--- src/rtl/debug_dump.sv ---
// debug_dump: on a processor halt, reads r0..r7 and ip over the debug port, streams
// them as a framed byte sequence (A5, 27 word bytes, checksum), then releases the core.
// Optional build macro DEBUG_DUMP_AUTO_CONTINUE_EN: release automatically after every dump.
module debug_dump #(
   parameter int WORD_SIZE = 18,
   parameter int NUM_REGS  = 8
) (
   input  logic                 clock,
   input  logic                 reset,
   input  logic                 wait_for_continue,
   output logic                 wait_continue_execution,
   output logic                 debug_get_param,
   output logic [3:0]           debug_reg_addr,
   input  logic [WORD_SIZE-1:0] debug_data_in,
   output logic [7:0]           tx_data,
   output logic                 tx_valid,
   input  logic                 tx_ready,
   input  logic                 continue_request,
   output logic                 busy
);

   typedef enum logic [3:0] {
      S_IDLE,
      S_HEADER,
      S_SETUP,
      S_CAPTURE,
      S_SEND,
      S_CHECK,
      S_HOLD,
      S_RELEASE,
      S_DRAIN
   } state_t;

   localparam logic [7:0] HDR_BYTE  = 8'hA5;
   localparam logic [3:0] LAST_WORD = 4'(NUM_REGS);

   state_t                 state;
   state_t                 state_nxt;
   logic [3:0]             word_idx;
   logic [3:0]             addr_q;
   logic [1:0]             byte_idx;
   logic [WORD_SIZE-1:0]   shadow;
   logic [7:0]             checksum;
   logic [7:0]             send_byte;

   // Big-endian byte select out of the captured word; top byte carries only bits 17:16.
   always_comb begin
      case (byte_idx)
         2'd0:    send_byte = {6'b0, shadow[17:16]};
         2'd1:    send_byte = shadow[15:8];
         default: send_byte = shadow[7:0];
      endcase
   end

   // The address is live during SETUP and otherwise holds the last address read.
   assign debug_reg_addr = (state == S_SETUP) ? word_idx : addr_q;

   // State register.
   always_ff @(posedge clock) begin
      if (reset) state <= S_IDLE;
      else       state <= state_nxt;
   end

   // Next-state and output decode; tx outputs depend only on state so they hold during stalls.
   always_comb begin
      state_nxt               = state;
      tx_valid                = 1'b0;
      tx_data                 = 8'h00;
      debug_get_param         = 1'b0;
      wait_continue_execution = 1'b0;
      busy                    = 1'b1;
      case (state)
         S_IDLE: begin
            busy = 1'b0;
            if (wait_for_continue) state_nxt = S_HEADER;
         end
         S_HEADER: begin
            tx_valid = 1'b1;
            tx_data  = HDR_BYTE;
            if (tx_ready) state_nxt = S_SETUP;
         end
         S_SETUP: begin
            debug_get_param = 1'b1;
            state_nxt       = S_CAPTURE;
         end
         S_CAPTURE: begin
            debug_get_param = 1'b1;
            state_nxt       = S_SEND;
         end
         S_SEND: begin
            tx_valid = 1'b1;
            tx_data  = send_byte;
            if (tx_ready && byte_idx == 2'd2)
               state_nxt = (word_idx == LAST_WORD) ? S_CHECK : S_SETUP;
         end
         S_CHECK: begin
            tx_valid = 1'b1;
            tx_data  = checksum;
            if (tx_ready) state_nxt = S_HOLD;
         end
         S_HOLD: begin
`ifdef DEBUG_DUMP_AUTO_CONTINUE_EN
            state_nxt = S_RELEASE;
`else
            if (continue_request) state_nxt = S_RELEASE;
`endif
         end
         S_RELEASE: begin
            wait_continue_execution = 1'b1;
            state_nxt               = S_DRAIN;
         end
         S_DRAIN: begin
            if (!wait_for_continue) state_nxt = S_IDLE;
         end
         default: state_nxt = S_IDLE;
      endcase
   end

   // Datapath: word/byte counters, shadow capture, running checksum, held debug address.
   always_ff @(posedge clock) begin
      if (reset) begin
         word_idx <= 4'd0;
         addr_q   <= 4'd0;
         byte_idx <= 2'd0;
         shadow   <= '0;
         checksum <= 8'h00;
      end else begin
         case (state)
            S_IDLE: begin
               if (wait_for_continue) begin
                  word_idx <= 4'd0;
                  byte_idx <= 2'd0;
                  checksum <= 8'h00;
               end
            end
            S_SETUP: addr_q <= word_idx;
            S_CAPTURE: begin
               shadow   <= debug_data_in;
               byte_idx <= 2'd0;
            end
            S_SEND: begin
               if (tx_ready) begin
                  checksum <= checksum + send_byte;
                  if (byte_idx == 2'd2) begin
                     byte_idx <= 2'd0;
                     if (word_idx != LAST_WORD) word_idx <= word_idx + 4'd1;
                  end else begin
                     byte_idx <= byte_idx + 2'd1;
                  end
               end
            end
            default: ;
         endcase
      end
   end

endmodule

--- config.mk ---
export PLATFORM = sky130hd
export DESIGN_NAME = debug_dump
export DESIGN_NICKNAME = d
export VERILOG_FILES = /design/src/rtl/debug_dump.sv
export SDC_FILE = /design/constraint.sdc
export NUM_CORES = 1
export LEC_CHECK = 0
export ABC_AREA = 1
export CORE_MARGIN = 5
export CORE_UTILIZATION = 35
export DETAILED_ROUTE_END_ITERATION = 16
export PLACE_DENSITY = 0.57
export SETUP_SLACK_MARGIN = 0.02
export SKIP_CTS_REPAIR_TIMING = 1
export SLEW_MARGIN = 10
export SYNTH_ARGS = -nofsm -noshare
export SYNTH_HDL_FRONTEND = slang
export SYNTH_SLANG_ARGS = --single-unit
--- constraint.sdc ---
create_clock -name clock -period 2.35 [get_ports clock]
set_input_delay 0.5875 -clock clock [delete_from_list [all_inputs] [get_ports clock]]
set_output_delay 0.5875 -clock clock [all_outputs]
set_load 0.01 [all_outputs]
* After elaboration in Yosys (flattened, before gate mapping)
Index checks and enable logic that the tools add are counted. W data, S select, Z words.
Word-level totals: bits in registers 40, output and inout port bits 16
Cells by class: add/sub/neg operators 3, muxes and demuxes 27, reduce and logical (&&, ||, !) cells 11, equal/unequal tests 21
Operators with widths (count):
- $mux W4 | 11
- $pmux W4 S9 | 1
- $pmux W8 S2 | 2
- $pmux W8 S3 | 1
- $ne A2 B2 Y1 const B | 9
- $eq A4 B3 Y1 const B | 4
- $mux W8 | 2
- $add A8 B8 Y8 | 1
- $eq A4 B2 Y1 const B | 2
- $eq A4 B4 Y1 const B | 2
- $pmux W4 S2 | 1
- $mux W2 | 3
- $pmux W2 S3 | 1
- $reduce_and A3 Y1 | 2
- $reduce_and A6 Y1 | 1
- $reduce_and A5 Y1 | 1
- $add A4 B1 Y4 const B | 1
- $eq A4 B1 Y1 const B | 1
- $logic_not A4 Y1 | 1
- $mux W1 | 4
- $ne A4 B4 Y1 const B | 1
- $mux W3 | 1
- $reduce_bool A3 Y1 | 1
- $reduce_or A3 Y1 | 1
- other kinds (7) | 7

* Depth between registers and ports, before layout
Gate-level depths: netlist (run 1).
depth after elaboration 5, gate-level depth with buffers 13

* Worst setup path before layout (run 1)
Ideal clock, no wire load.
path type register to register, start register byte_idx[1], end register checksum[4], arrival time 1.968 ns, cell stages (with the launch flop) 14, setup slack 0.311 ns, library setup time 0.070 ns, data required time 2.280 ns, cells stage by stage dfxtp_1 inv_2 nand2_1 nor2_1 nor3_1 ha_1 inv_1 fa_1 inv_1 nand3_1 nand3_1 xor2_1 nand2_1 a21oi_1
Between the ends: cells in the longest elaborated chain, start to end 5, elaborated cells between the ends (all ways) 6, classes of those cells add/sub (1); eq/ne (1); mux (3); reduce/logical (1)
Ends and longest elaborated chain:
- start, declared | RTL line 41 | logic [1:0] byte_idx;
- start signal, assigned | RTL line 148 | byte_idx <= byte_idx + 2'd1;
- $eq A2 B1 Y1 or $logic_not A2 Y1 (tied branches) | RTL line 48 | case (byte_idx)
- $pmux W8 S2 (*) | RTL line 48
- $add A8 B8 Y8 (*) | RTL line 143 | checksum <= checksum + send_byte;
- $mux W8 (*) | RTL line 142 | if (tx_ready) begin
- $pmux W8 S2 (*) | RTL line 128 | case (state)
- end signal, assigned | RTL line 143
- end, declared | RTL line 43 | logic [7:0] checksum;
Mark *: on every way between the ends. The rest lies on a longest branch, timed or not. The select of a mux whose other input is x is not followed. A chain may end at the register's enable or synchronous reset.

* Worst setup path in the final report (run 1)
start register byte_idx[1], end output tx_data[4]
Between the ends: cells in the longest elaborated chain, start to end 3, elaborated cells between the ends (all ways) 4, classes of those cells eq/ne (1); mux (2); reduce/logical (1)
Ends and longest elaborated chain:
- $eq A2 B1 Y1 or $logic_not A2 Y1 (tied branches) | RTL line 48
- $pmux W8 S2 (*) | RTL line 48
- $pmux W8 S3 (*) | RTL line 72 | case (state)
- end, declared | RTL line 15 | output logic [7:0] tx_data,
Mark *: on every way between the ends. The rest lies on a longest branch, timed or not.

==> results_dict.tcl, run 1 <==
set metrics [dict create \
    p_comb_frac 0.449 \
    clock_skew_ns 0.00541 \
    ant_nets 0 \
    path_delay_family "buffers and inverters" \
    ys_ff_latch 40 \
    syn2layout_area_growth_pct 31.4 \
    worst_pin_slew_ns 0.450 \
    cp.arrival_ns 1.87 \
    startpoint_type "register" \
    crit_start "byte_idx[1]" \
    post-route-drc-count 0 \
    mostFrequentLayoutCells "nand2_1, nor2_1, inv_1, dfxtp_1, clkdlybuf4s50_1" \
    fin_ws_ns -0.109 \
    holdWs_ns 0.472 \
    nets 421 \
    ys_warn_count 0 \
    synth.avg_cell_area_sq_um 6.63 \
    period_needed_ns 2.46 \
    net-switching-power_w 0.000941 \
    r2r_start "byte_idx[1]" \
    gp_congestion 0.820 \
    cts_tree "done" \
    r2r_slack_ns 0.25 \
    io_buffer_count 38 \
    layout_commonest_cell "nand2_1" \
    first_iter_violations 135 \
    switching_share 0.389 \
    clkPwrFrac 0.201 \
    internal_power_w 0.00148 \
    die_h_microns 90.2 \
    r2r-end "checksum[3]" \
    hp-start "shadow[3]" \
    cts_made_buffers 5 \
    reg2reg_depth 11 \
    final_cell_area_sq_um 2960 \
    overflow 0 \
    critPathCaptureType "output port" \
    syn_nets 373 \
    rsz0062_at_grt "yes" \
    path_buf_inv 3 \
    vias 2224 \
    start_util 0.357 \
    timing_worst_setup_path_type "register to output port" \
    io_pins 39 \
    status "finished with violations" \
    wl_per_cell_microns 12.7 \
    cp_max_fo 6 \
    slew_headroom 0.699 \
    drt-pass1-iter-count 4 \
    grt_use_total 0.141 \
    synth-seq-area-share 0.355 \
    antenna_found_initial 0 \
    cts-root-buf "clkbuf_8" \
    fmax_ghz 0.407 \
    slowest_delay_ns 0.53 \
    postSynthCellCount 340 \
    fill_cells 680 \
    fp.dieArea_sq_um 8140 \
    fp.coreArea_sq_um 6310 \
    antenna_cells 0 \
    hold_depth 2 \
    seq_power_share 0.350 \
    crit_required_ns 1.76 \
    die_w_microns 90.2 \
    syn_area_sq_um 2250 \
    synth_cell_types 30 \
    grt_max_degree 27 \
    finalMaxSlewViolations 0 \
    vdd.ir_drop.worst_mv 0.341 \
    cap_violations 0 \
    drive_gt1_frac 0.134 \
    grt_pass1_vias 1969 \
    clk_pin_slew_ns 0.08 \
    fin_crit_sh 1.05 \
    wl_microns 5920 \
    clock_latency_ns 0.29 \
    crit_slowest_cell "clkdlybuf4s50_1" \
    avgViaCountPerCell 4.77 \
    grt_pass1_wl_microns 9460 \
    placed_area_sq_um 2760 \
    clock_sinks 40 \
    hold_end "shadow[3]" \
    dpl.hpwl_microns 4390 \
    cellLeakagePower_nw 1.49 \
    violations "setup timing" \
    cp_cell_sequence "inv_2, buf_4, o22ai_1, a22o_1, clkdlybuf4s50_1" \
    cts_max_level 2 \
    setup_viol 2 \
    hold_class "register to register" \
    finalHoldViolations 0 \
    clockBufferDepth 2 \
    power_density_nw_per_um2 817 \
    rows 29 \
    setup_tns_ns -0.194 \
]
## synthesized netlist by cell type
cell type | count | share of area
a22oi_1 | 1 | 0.0033
buf_1 | 1 | 0.0017
xor2_1 | 2 | 0.0078
dfxtp_1 | 40 | 0.36
buf_2 | 3 | 0.0067
o21bai_1 | 1 | 0.0033
a21oi_1 | 26 | 0.058
ha_1 | 9 | 0.050
nand2_1 | 79 | 0.13
nor3_1 | 2 | 0.0044
nor2_2 | 5 | 0.014
inv_2 | 9 | 0.015
nor3_2 | 1 | 0.0044
clkbuf_1 | 2 | 0.0033
o21ai_2 | 1 | 0.0039
o211ai_2 | 1 | 0.0056
nand2_2 | 3 | 0.0083
o22ai_1 | 6 | 0.017
o211ai_1 | 1 | 0.0033
nand3_1 | 21 | 0.047
or2_2 | 1 | 0.0028
fa_1 | 1 | 0.0089
buf_4 | 1 | 0.0033
a22o_1 | 5 | 0.019
inv_1 | 41 | 0.068
o21ai_0 | 25 | 0.056
nor2_1 | 44 | 0.073
nand3b_1 | 4 | 0.013
nand4_1 | 3 | 0.0083
xnor2_1 | 1 | 0.0039
## sequential cells by signal (all words and copies together), names as in the netlist
name,count
checksum,8
state,4
addr_q,4
shadow,18
byte_idx,2
word_idx,4
## power by group through the flow
stage	clock network, W	logic, W	registers (W)
2_1_floorplan	0	0.000620	0.000830
3_3_place_gp	0	0.00105	0.000842
3_5_place_dp	0	0.00105	0.000844
4_1_cts	0.000505	0.00105	0.000828
5_1_grt	0.000536	0.00122	0.000857
6_report	0.000486	0.00109	0.000848
## cell type report
cell class,instances,area [sq um],area share
tap,77,96.3,0.0325
inverter,50,188,0.0634
clock buffer,6,82.6,0.0279
sequential,40,815,0.275
multi-input combinational,244,1270,0.430
timing repair buffer,47,492,0.166
clock inverter,2,15.0,0.00507
## cells by family (layout without fill, tap and decap cells)
group | after synthesis | count (layout) | share of synthesized area
AO/OA/AOI/OAI | 67 | 67 | 0.169
XOR/XNOR | 3 | 3 | 0.0117
adder cells (fa/ha/maj) | 10 | 10 | 0.0589
buffers and inverters | 57 | 105 | 0.0983
flip-flops | 40 | 40 | 0.355
AND/OR/NAND/NOR | 163 | 164 | 0.307
## worst max path at each step
stage                        to  slack, ns  cells after the start
floorplan           checksum[4]       0.31                     13
global placement     tx_data[0]       0.13                      7
detailed placement   tx_data[0]       0.14                      7
CTS                  tx_data[0]      -0.20                      7
global route         tx_data[6]      -0.18                      5
finish               tx_data[4]      -0.11                      5
## per-stage QoR
stage               instances  total power, W   util  setup slack, ns
floorplan                 340         0.00145      -            0.311
global placement          455         0.00189  0.437            0.127
detailed placement        455         0.00189  0.437            0.139
CTS                       463         0.00239  0.453           -0.195
global route              466         0.00261  0.469           -0.180
finish                    466         0.00242  0.469           -0.109
## tightest hold or removal path, stage by stage, from the launching register on
cell     delay (ns)
dfxtp_1        0.30
inv_1          0.07
a21oi_1        0.06
## routing by layer
metal  part of all wire  global-route usage  wire length (microns)  up-vias
li1                   -                   -                      -     1194
met1               0.51               0.198                   3040      982
met2               0.44               0.216                   2590       44
met3              0.041              0.0317                    244        4
met4             0.0078              0.0372                     46        0
met5                  0                   0                      0        -
(Power assumes the default switching activity.)
==> run 2: changes to the inputs <==
--- a/config.mk
+++ b/config.mk
@@ -8,9 +8,10 @@
 export ABC_AREA = 1
 export CORE_MARGIN = 5
 export CORE_UTILIZATION = 35
+export CTS_CLUSTER_SIZE = 14
 export DETAILED_ROUTE_END_ITERATION = 16
 export PLACE_DENSITY = 0.57
-export SETUP_SLACK_MARGIN = 0.02
+export SETUP_SLACK_MARGIN = 0.5
 export SKIP_CTS_REPAIR_TIMING = 1
 export SLEW_MARGIN = 10
 export SYNTH_ARGS = -nofsm -noshare
==> constraint.sdc (replaced) <==
create_clock -name clock -period 2.35 [get_ports clock]
set_input_delay 0.47 -clock clock [delete_from_list [all_inputs] [get_ports clock]]
set_output_delay 0.47 -clock clock [all_outputs]
set_load 0.01 [all_outputs]
==> run 2 against run 1 <==
Via count grew 6.2%. Clock power shrank 4.9%. Largest power group unchanged. Final cell count grew 4.3%. Register-to-register slack lost 0.04 ns. The run now ends clean. First-iteration DRC count grew 13%. Design area grew 9.0%. Non-clock buffer count grew 20. Combinational power grew 13%. Die area is the same. Core utilization grew 4.2 points. Count of clock-buffer cells in the layout is the same.
==> results_dict.tcl, run 2 (synthesized netlist as in run 1, its figures left out) <==
set metrics [dict create \
    slew_headroom 0.681 \
    cp_cell_sequence "clkinv_8, nand2_8, nor2_4, nor3_2, buf_4, ha_4, inv_2, fa_2, inv_2, nand3_2, nand3_2, xor2_1, nand2_1, a21oi_1" \
    wl_per_cell_microns 13.3 \
    slowest_delay_ns 0.39 \
    hold_class "register to register" \
    fin_crit_sh 0.911 \
    vias 2361 \
    crit_required_ns 2.57 \
    setup_viol 0 \
    setup_tns_ns 0 \
    worst_pin_slew_ns 0.477 \
    finalHoldViolations 0 \
    cts_max_level 2 \
    drive_gt1_frac 0.259 \
    cp_max_fo 6 \
    mostFrequentLayoutCells "nand2_1, nor2_1, inv_1, dfxtp_1" \
    crit_slowest_cell "dfxtp_4" \
    clock_sinks 40 \
    cap_violations 0 \
    cp.arrival_ns 2.36 \
    fin_ws_ns 0.209 \
    clockBufferDepth 2 \
    timing_worst_setup_path_type "register to register" \
    layout_commonest_cell "nand2_1" \
    finalMaxSlewViolations 0 \
    fill_cells 648 \
    final_cell_area_sq_um 3230 \
    grt_use_total 0.144 \
    clock_skew_ns 0.00590 \
    power_density_nw_per_um2 788 \
    wl_microns 6480 \
    die_w_microns 90.2 \
    post-place-ws_ns 0.232 \
    cts-root-buf "clkbuf_8" \
    critPathCaptureType "register" \
    placed_area_sq_um 2750 \
    period_needed_ns 2.14 \
    cts_tree "done" \
    die_h_microns 90.2 \
    cts_made_buffers 5 \
    grt_pass1_vias 2074 \
    clock_latency_ns 0.29 \
    fmax_ghz 0.467 \
    io_pins 39 \
    cellLeakagePower_nw 1.56 \
    overflow 0 \
    largest_register "shadow" \
    post-route-drc-count 0 \
    avgViaCountPerCell 4.86 \
    multi_input_area_sq_um 1430 \
    antenna_found_initial 0 \
    rsz0062_at_grt "yes" \
    first_iter_violations 153 \
    fp.dieArea_sq_um 8140 \
    nets 441 \
    drt-pass1-iter-count 4 \
    syn2layout_area_growth_pct 43.1 \
    reg_top3 "shadow: 18 flops, checksum: 8 flops" \
    grt_max_degree 27 \
    gp_congestion 0.834 \
    grt_pass1_wl_microns 9710 \
    vdd.ir_drop.worst_mv 0.471 \
    antenna_cells 0 \
    fp.coreArea_sq_um 6310 \
    largest_reg_flops 18 \
    ant_nets 0 \
    p_total_w 0.00254 \
    start_util 0.357 \
    status "finished, final reports clean" \
    ff_latch_area_sq_um 821 \
    rows 29 \
    clk_pin_slew_ns 0.08 \
    startpoint_type "register" \
    io_buffer_count 38 \
    dpl.hpwl_microns 4450 \
]
[run 2: metal layers]
layer / share of wire / vias to the layer above / track usage
met5: 0 / - / 0
met4: 0.011 / 0 / 0.0397
met3: 0.047 / 7 / 0.0301
met2: 0.47 / 50 / 0.232
met1: 0.48 / 1072 / 0.194
li1: - / 1232 / -
[run 2: layout make-up]
cell class,count,area share
Tap cell,77,0.0299
Timing Repair Buffer,67,0.182
Multi-Input combinational cell,244,0.442
Clock buffer,6,0.0225
Sequential cell,40,0.254
Inverter,50,0.0640
Clock inverter,2,0.00504
[run 2: critical path: cells and delay by family, from the launching register on]
kind | cells | cell delay [ns]
AND/OR/NAND/NOR | 6 | 0.52
adder cells (fa/ha/maj) | 2 | 0.50
flip-flops | 1 | 0.39
buffers and inverters | 4 | 0.36
XOR/XNOR | 1 | 0.16
AO/OA/AOI/OAI | 1 | 0.14
[run 2: where the power goes]
group	total (W)	leakage (nW)	internal [W]	switching (W)
registers	0.000848	0.328	0.000776	0.0000719
clock network	0.000462	0.0414	0.000211	0.000250
logic	0.00123	1.19	0.000527	0.000705
[run 2: final timing paths]
check / from / endpoint / slack, ns / depth (start not counted)
setup / recovery: byte_idx[1] / checksum[4] / 0.21 / 14
hold / removal: shadow[15] / shadow[15] / 0.49 / 2
setup reg to reg: byte_idx[1] / checksum[4] / 0.21 / 14
hold reg to reg: shadow[15] / shadow[15] / 0.49 / 2
[run 2: per-stage QoR]
| stage | hold slack (ns) | utilization | std cells |
|---|---|---|---|
| 3_5_place_dp | 0.472 | 0.436 | 452 |
| 5_1_grt | 0.518 | 0.511 | 486 |
| 2_1_floorplan | 0.429 | - | 340 |
| 4_1_cts | 0.486 | 0.450 | 460 |
| 6_report | 0.488 | 0.511 | 486 |
| 3_3_place_gp | 0.465 | 0.436 | 452 |
==> run 3: changes to the inputs <==
--- a/config.mk
+++ b/config.mk
@@ -6,11 +6,14 @@
 export NUM_CORES = 1
 export LEC_CHECK = 0
 export ABC_AREA = 1
+export CAP_MARGIN = 20
+export CELL_PAD_IN_SITES_DETAIL_PLACEMENT = 2
+export CELL_PAD_IN_SITES_GLOBAL_PLACEMENT = 2
 export CORE_MARGIN = 5
-export CORE_UTILIZATION = 35
+export CORE_UTILIZATION = 28
 export CTS_CLUSTER_SIZE = 14
 export DETAILED_ROUTE_END_ITERATION = 16
-export PLACE_DENSITY = 0.57
+export PLACE_DENSITY = 0.84
 export SETUP_SLACK_MARGIN = 0.5
 export SKIP_CTS_REPAIR_TIMING = 1
 export SLEW_MARGIN = 10
==> run 3 against run 2 <==
Total power rose by 16%. Clock skew grew 0.0091 ns. Fmax is 3.4% lower. Largest cell class unchanged. Critical path type unchanged.
==> results_dict.tcl, run 3 (synthesized netlist as in run 1, its figures left out) <==
set metrics [dict create \
    timing_worst_setup_path_type "register to register" \
    fin_crit_sh 0.944 \
    fill_cells 894 \
    hold_end "shadow[10]" \
    cp_max_fo 10 \
    vdd.ir_drop.worst_mv 0.293 \
    r2r_start "byte_idx[1]" \
    cellLeakagePower_nw 1.59 \
    rsz0062_at_grt "yes" \
    cp.arrival_ns 2.40 \
    nets 444 \
    final_cell_area_sq_um 3370 \
    slew_headroom 0.681 \
    finalMaxSlewViolations 0 \
    layout_commonest_cell "nand2_1" \
    grt_pass1_wl_microns 12800 \
    syn2layout_area_growth_pct 49.5 \
    clock_sinks 40 \
    period_needed_ns 2.22 \
    cts_max_level 2 \
    worst_pin_slew_ns 0.479 \
    cap_violations 0 \
    switching_share 0.429 \
    rows 32 \
    io_pins 39 \
    fin_ws_ns 0.132 \
    antenna_found_initial 0 \
    r2r-end "checksum[6]" \
    antenna_cells 0 \
    ant_nets 0 \
    startpoint_type "register" \
    largest_register "shadow" \
    cts_made_buffers 5 \
    largest_reg_flops 18 \
    p_comb_frac 0.499 \
    cts-root-buf "clkbuf_8" \
    clock_skew_ns 0.0150 \
    setup_viol 0 \
    reg2reg_depth 13 \
    start_util 0.290 \
    net-switching-power_w 0.00127 \
    internal_power_w 0.00169 \
    overflow 0 \
    clkPwrFrac 0.202 \
    drt-pass1-iter-count 4 \
    die_w_microns 99.7 \
    gp_congestion 0.758 \
    critPathCaptureType "register" \
    grt_max_degree 27 \
    avgViaCountPerCell 5.07 \
    die_h_microns 99.7 \
    reg_top3 "shadow: 18 flops, checksum: 8 flops" \
    finalHoldViolations 0 \
    cts_tree "done" \
    hold_class "register to register" \
    grt_pass1_vias 2492 \
    dpl.hpwl_microns 6160 \
    crit_start "byte_idx[1]" \
    mostFrequentLayoutCells "nand2_1, nor2_1, inv_1, dfxtp_1, a21oi_1" \
    holdWs_ns 0.503 \
    setup_tns_ns 0 \
    post-route-drc-count 0 \
    post-place-ws_ns 0.0814 \
    placed_area_sq_um 2800 \
    fp.dieArea_sq_um 9940 \
    power_density_nw_per_um2 878 \
    first_iter_violations 66 \
    wl_microns 10700 \
    r2r_slack_ns 0.13 \
    grt_use_total 0.161 \
    clockBufferDepth 2 \
    drive_gt1_frac 0.291 \
    fp.coreArea_sq_um 7770 \
    fmax_ghz 0.451 \
    seq_power_share 0.298 \
    wl_per_cell_microns 20.8 \
    hp-start "shadow[10]" \
    crit_required_ns 2.53 \
    hold_depth 2 \
    clock_latency_ns 0.31 \
    status "finished, final reports clean" \
    io_buffer_count 38 \
    clk_pin_slew_ns 0.09 \
    vias 2606 \
    p_total_w 0.00296 \
]
run 3: changes by cell type in the layout (fill, tap and decap cells not counted), moves of 3 or more:
cell / previous run / this run
inv_4: 1 / 4
nand2_2: 6 / 12
nand2_1: 73 / 65
nor2_2: 1 / 4
buf_6: 2 / 10
inv_2: 13 / 10
run 3: power by group through the flow:
stage	sequential, W	combinational, W	clock [W]
2_1_floorplan	0.000831	0.000626	0
3_3_place_gp	0.000845	0.00105	0
3_5_place_dp	0.000853	0.00110	0
4_1_cts	0.000838	0.00111	0.000590
5_1_grt	0.000892	0.00158	0.000637
6_report	0.000882	0.00148	0.000598
run 3: worst max-delay path, stage by stage, from the launching register on:
cell and delay, ns:
dfxtp_4 0.38, inv_8 0.10, nor2_1 0.07, nor3_2 0.23
buf_4 0.17, ha_4 0.15, inv_2 0.04, fa_2 0.38
inv_2 0.10, nand4_1 0.12, nand3_1 0.10, nand2_1 0.05
nand3_1 0.11, a21oi_1 0.09
run 3: how the worst max path moves through the flow:
stage	to	slack, ns	cells past startpoint
detailed placement	debug_reg_addr[0]	0.08	5
finish	checksum[6]	0.13	13
global route	checksum[7]	-0.01	14
global placement	debug_reg_addr[1]	0.25	5
floorplan	checksum[4]	0.52	13
CTS	debug_reg_addr[0]	-0.26	5
run 3: layer usage:
metal  GRT usage  wire [microns]
met5           0               0
met4      0.0347             163
met3      0.0252             337
met2       0.292            5670
met1       0.200            4510
run 3: final cells by class:
cell class	instances	area (sq um)	area share
Clock buffer	5	68.8	0.0204
Clock inverter	3	41.3	0.0123
Inverter	50	206	0.0613
Multi-Input combinational cell	244	1460	0.434
Sequential cell	40	823	0.244
Tap cell	102	128	0.0379
Timing Repair Buffer	70	641	0.190
run 3: stage by stage:
step | util | instances
2_1_floorplan | - | 340
4_1_cts | 0.374 | 487
5_1_grt | 0.434 | 514
3_3_place_gp | 0.360 | 479
3_5_place_dp | 0.360 | 479
6_report | 0.434 | 514
